## src/rtl/rtc_escritura.sv

```systemverilog
// Write-cycle sequencer for a multiplexed-AD RTC bus: an address phase and a data phase,
// each split into an active strobe half and a release/hold half of T_FASE cycles.
module rtc_escritura #(
  parameter int T_FASE = 4
) (
  input  logic       clk,
  input  logic       reset,
  input  logic       inicio,
  input  logic [7:0] direccion,
  input  logic [7:0] dato,
  output logic       cs_n,
  output logic       wr_n,
  output logic       ad_n,
  output logic [7:0] bus_sal,
  output logic       bus_oe,
  output logic       ocupado,
  output logic       listo
);

  localparam logic [2:0] IDLE    = 3'd0;
  localparam logic [2:0] DIR_ACT = 3'd1;
  localparam logic [2:0] DIR_REL = 3'd2;
  localparam logic [2:0] DAT_ACT = 3'd3;
  localparam logic [2:0] DAT_REL = 3'd4;
  localparam logic [2:0] FIN     = 3'd5;

  localparam logic [7:0] RECARGA = 8'(T_FASE - 1);

  logic [2:0] estado_reg, estado_next;
  logic [7:0] cnt_reg, cnt_next;
  logic [7:0] dir_reg, dir_next;
  logic [7:0] dat_reg, dat_next;

  always_comb begin
    estado_next = estado_reg;
    cnt_next    = cnt_reg;
    dir_next    = dir_reg;
    dat_next    = dat_reg;
    case (estado_reg)
      IDLE: begin
        if (inicio) begin
          dir_next    = direccion;
          dat_next    = dato;
          cnt_next    = RECARGA;
          estado_next = DIR_ACT;
        end
      end
      DIR_ACT, DIR_REL, DAT_ACT, DAT_REL: begin
        if (cnt_reg == 8'd0) begin
          cnt_next    = RECARGA;
          estado_next = (estado_reg == DAT_REL) ? FIN : estado_reg + 3'd1;
        end else begin
          cnt_next = cnt_reg - 8'd1;
        end
      end
      FIN:     estado_next = IDLE;
      default: estado_next = IDLE;
    endcase
  end

  always_ff @(posedge clk) begin
    if (!reset) begin
      estado_reg <= IDLE;
      cnt_reg    <= 8'd0;
      dir_reg    <= 8'h00;
      dat_reg    <= 8'h00;
    end else begin
      estado_reg <= estado_next;
      cnt_reg    <= cnt_next;
      dir_reg    <= dir_next;
      dat_reg    <= dat_next;
    end
  end

  // Outputs are registered from the next state so they line up with the state they describe.
  always_ff @(posedge clk) begin
    if (!reset) begin
      cs_n    <= 1'b1;
      wr_n    <= 1'b1;
      ad_n    <= 1'b1;
      bus_sal <= 8'h00;
      bus_oe  <= 1'b0;
      ocupado <= 1'b0;
      listo   <= 1'b0;
    end else begin
      cs_n    <= 1'b1;
      wr_n    <= 1'b1;
      ad_n    <= 1'b1;
      bus_sal <= 8'h00;
      bus_oe  <= 1'b0;
      ocupado <= (estado_next != IDLE);
      listo   <= 1'b0;
      case (estado_next)
        DIR_ACT: begin
          cs_n    <= 1'b0;
          wr_n    <= 1'b0;
          ad_n    <= 1'b0;
          bus_sal <= dir_next;
          bus_oe  <= 1'b1;
        end
        DIR_REL: begin
          ad_n    <= 1'b0;
          bus_sal <= dir_next;
          bus_oe  <= 1'b1;
        end
        DAT_ACT: begin
          cs_n    <= 1'b0;
          wr_n    <= 1'b0;
          bus_sal <= dat_next;
          bus_oe  <= 1'b1;
        end
        DAT_REL: begin
          bus_sal <= dat_next;
          bus_oe  <= 1'b1;
        end
        FIN:     listo <= 1'b1;
        default: ;
      endcase
    end
  end

endmodule

```

## config.mk

```make
export PLATFORM = sky130hd
export DESIGN_NAME = rtc_escritura
export DESIGN_NICKNAME = d
export VERILOG_FILES = /design/src/rtl/rtc_escritura.sv
export SDC_FILE = /design/constraint.sdc
export NUM_CORES = 1
export LEC_CHECK = 0
export BUFFER_PORTS_ARGS = -buffer_cell sky130_fd_sc_hd__buf_4
export CAP_MARGIN = 20
export CELL_PAD_IN_SITES_DETAIL_PLACEMENT = 1
export CELL_PAD_IN_SITES_GLOBAL_PLACEMENT = 1
export CORE_ASPECT_RATIO = 1.5
export CORE_MARGIN = 2
export CORE_UTILIZATION = 47
export CTS_BUF_LIST = sky130_fd_sc_hd__clkbuf_4
export DETAILED_ROUTE_END_ITERATION = 10
export PLACE_DENSITY_LB_ADDON = 0.1
export SYNTH_ARGS = -nofsm -noshare
export SYNTH_HDL_FRONTEND = slang
export SYNTH_SLANG_ARGS = --single-unit
```

## constraint.sdc

```tcl
create_clock -name clk -period 3.6 [get_ports clk]
set_input_delay 0.18 -clock clk [delete_from_list [all_inputs] [get_ports clk]]
set_output_delay 0.18 -clock clk [all_outputs]
set_load 0.1 [all_outputs]
```

==> results.json <==
{
  "criticalPathCategory": "register to register",
  "worst_setup_hold_path_clk_slew_ps": 110,
  "slew_headroom": 0.497,
  "numPortBuffers": 32,
  "worstPathCellList": "ha_1, ha_1, nor4_1, nor2_1, a32oi_2, and2_1, xnor2_1, a32o_1",
  "finalSetupTns_ps": 0,
  "gate_power_share": 0.544,
  "finalWirelength_mm": 4.32,
  "drt-vias-per-instance": 5.73,
  "cts_buffer_depth": 2,
  "skew_ps": 10.3,
  "yosysSeqAreaShare": 0.435,
  "floorplan.die.height_um": 80.7,
  "synth_enable_flop_cells": 0,
  "clk_latency_ps": 340,
  "synth_top_area_share": 0.435,
  "remaining_antenna_violation_count": 0,
  "cell_internal_pwr_uw": 904,
  "required_ps": 3840,
  "ys_top_cells_by_count": "40 x sky130_fd_sc_hd__dfxtp_1, 30 x sky130_fd_sc_hd__nor2_1, 23 x sky130_fd_sc_hd__mux2i_1, 11 x sky130_fd_sc_hd__nand3_1, 9 x sky130_fd_sc_hd__inv_1",
  "syn_avg_cell_area_um2": 9.59,
  "final_layout_size_suffix_gt1_frac": 0.199,
  "final_hold_slack_ps": 32.5,
  "power.static_leakage_uw": 0.000928,
  "synth_top_cell_by_area": "sky130_fd_sc_hd__dfxtp_1",
  "vdd.ir_drop.worst_uv": 423,
  "power_density_nw_per_um2": 844,
  "crit_path_end_kind": "register",
  "timing.critical_path.fanout_max": 17,
  "post_cts_sizing": 0,
  "die_x_um": 55.1,
  "synth_top_flop_cell": "sky130_fd_sc_hd__dfxtp_1",
  "cts_tree": "done",
  "power_switching_share": 0.494,
  "final_min_period_over_clock_period": 0.804,
  "post-dp-hpwl_mm": 3.34,
  "globalRoute.totalOverflow": 0,
  "synth_most_common_cell": "sky130_fd_sc_hd__dfxtp_1",
  "synth_cell_types": 37,
  "grt_start_max_net_pins": 25,
  "root_buffer": "sky130_fd_sc_hd__clkbuf_4",
  "remaining_drc_errors": 0,
  "cts.sinks": 40,
  "cts_post_setup_buffers_inserted": 0,
  "grt_pass1_wl_mm": 7.13,
  "setup_repair_after_global_routing_missed_its_margin": "false",
  "antenna_found_initial": 0,
  "num_antenna_cells": 0,
  "final_core_utilization": 0.569,
  "detailroute.via_count": 1513,
  "dr.pass1.iters": 4,
  "async_flop_share": 0,
  "report.final.setup_viol": 0,
  "worst_path_dominant_cell_family": "simple AND/OR/NAND/NOR gates",
  "hold_viol": 0,
  "critical_path_arrival_ps": 3130,
  "synthesis.area_um2": 1840,
  "postSynthRegisterBits": 40,
  "placement_rows": 27,
  "slew_viol_final": 0,
  "fp.dieArea_um2": 4450,
  "critical-path-slowest-cell": "sky130_fd_sc_hd__and2_1",
  "core_um2": 3720,
  "max_freq_mhz": 345,
  "crit_path_frequent_cell": "sky130_fd_sc_hd__ha_1",
  "final.fill_count": 446,
  "routedWlPerCell_um": 16.3,
  "worstHoldPathType": "primary input to register",
  "groute.usage.overall": 0.222,
  "least_margin_pin_slew_ps": 754,
  "outcome": "completed",
  "cell_types_occupying_the_most_area_after_synthesis": "sky130_fd_sc_hd__dfxtp_1 43%, sky130_fd_sc_hd__mux2i_1 13%, sky130_fd_sc_hd__nor2_1 6.1%",
  "globalplace.congestion": 0.721,
  "period_needed_ps": 2900,
  "first_global_vias": 1575,
  "synth.yosys.warnings": 0,
  "h-tree-depth": 2,
  "power.net_switching_uw": 882,
  "synthesis.nets": 218,
  "ioPinCount": 33,
  "worstPathBufferInverterCount": 0,
  "setup.worst_path.start_class": "register",
  "drv.max_cap_violation_count": 0,
  "highest_cell_delay_on_the_worst_timing_path_ps": 630,
  "initial_core_util": 0.496,
  "finish.net_count": 247,
  "total_clock_buffers_created_by_cts": 5,
  "p_seq_frac": 0.341,
  "hold_buffers": 0,
  "share_clk_of_total_power": 0.115,
  "drtIter0Drc": 25,
  "synthToLayoutAreaGrowth_pct": 14.8,
  "total_power_uw": 1790,
  "post_synth_inst_count": 192
}
## metal layers
metal  vias to the layer above  wire [um]  track usage
met4                         0        112        0.112
met1                       742       1540        0.204
li1                        737          -            -
met5                         -          0            0
met2                        23       2550        0.431
met3                        11        110       0.0372
## cells by family (layout without fill, tap and decap cells)
kind of cell | Yosys count | after routing | share of synthesized area
AO/OA/AOI/OAI | 26 | 26 | 0.111
XOR/XNOR | 6 | 6 | 0.0285
adder cells (fa/ha/maj) | 7 | 7 | 0.0476
buffers and inverters | 20 | 49 | 0.0584
flip-flops | 40 | 40 | 0.435
multiplexers | 23 | 23 | 0.125
AND/OR/NAND/NOR | 70 | 70 | 0.194
## cell usage in the layout (no fill, tap or decap)
cell and instances:
sky130_fd_sc_hd__o21bai_1 1, sky130_fd_sc_hd__a31oi_1 1, sky130_fd_sc_hd__o21ai_1 1, sky130_fd_sc_hd__nor3b_1 3, sky130_fd_sc_hd__xnor2_1 3, sky130_fd_sc_hd__clkinv_1 2, sky130_fd_sc_hd__o21ai_0 3, sky130_fd_sc_hd__o21ba_2 1
sky130_fd_sc_hd__nor4_4 1, sky130_fd_sc_hd__xor2_1 3, sky130_fd_sc_hd__and2_4 1, sky130_fd_sc_hd__a32o_1 1, sky130_fd_sc_hd__and3_1 2, sky130_fd_sc_hd__mux2i_1 23, sky130_fd_sc_hd__clkbuf_4 5, sky130_fd_sc_hd__a31oi_4 1
sky130_fd_sc_hd__a22o_1 1, sky130_fd_sc_hd__ha_1 7, sky130_fd_sc_hd__or3_1 3, sky130_fd_sc_hd__nand3b_1 1, sky130_fd_sc_hd__a211oi_1 2, sky130_fd_sc_hd__or2_2 1, sky130_fd_sc_hd__o211ai_1 7, sky130_fd_sc_hd__nor4_1 3
sky130_fd_sc_hd__a311oi_1 2, sky130_fd_sc_hd__nand4_1 7, sky130_fd_sc_hd__a21oi_1 4, sky130_fd_sc_hd__nand2_1 5, sky130_fd_sc_hd__nor3_1 1, sky130_fd_sc_hd__inv_1 9, sky130_fd_sc_hd__nor2_1 30, sky130_fd_sc_hd__a32oi_2 1
sky130_fd_sc_hd__nand3_1 11, sky130_fd_sc_hd__dfxtp_1 40, sky130_fd_sc_hd__buf_4 33, sky130_fd_sc_hd__and2_1 1
## layout make-up
| cell class | instances | area [um^2] | area share |
|---|---|---|---|
| Inverter | 9 | 33.8 | 0.0160 |
| Clock inverter | 2 | 7.51 | 0.00355 |
| Multi-Input combinational cell | 132 | 933 | 0.441 |
| Timing Repair Buffer | 33 | 248 | 0.117 |
| Tap cell | 43 | 53.8 | 0.0254 |
| Clock buffer | 5 | 37.5 | 0.0178 |
| Sequential cell | 40 | 801 | 0.379 |
## power groups by stage
stage | Clock (uW) | Combinational, uW | Sequential (uW)
global route | 228 | 1040 | 623
detailed placement | 0 | 975 | 622
finish | 205 | 972 | 609
global placement | 0 | 951 | 611
CTS | 213 | 979 | 611
floorplan | 0 | 524 | 884
## worst paths after layout
check | start | end | slack, ps | depth (start not counted)
worst min-delay path | reset | ad_n$_SDFF_PN1_ | 30 | 2
worst max-delay path | estado_reg[1]$_SDFF_PN0_ | bus_sal[7]$_SDFF_PN0_ | 700 | 8
worst min register to register | cnt_reg[1]$_SDFFE_PN0P_ | cnt_reg[1]$_SDFFE_PN0P_ | 520 | 2
worst max register to register | estado_reg[1]$_SDFF_PN0_ | bus_sal[7]$_SDFF_PN0_ | 700 | 8
## worst reg2reg max path: cells and delay by family (launching register included)
kind                     cells  cell delay, ps
AO/OA/AOI/OAI                2             550
XOR/XNOR                     1             170
adder cells (fa/ha/maj)      2             450
flip-flops                   1             380
AND/OR/NAND/NOR              3            1250
## per-stage QoR
step	cell area, um^2	std cells	setup WS (ps)
after floorplan	1840	192	1410
after global placement	2070	257	1030
after detailed placement	2070	257	768
after CTS	2110	264	747
after global routing	2110	264	491
final	2110	264	705
(Power assumes the default switching activity.)
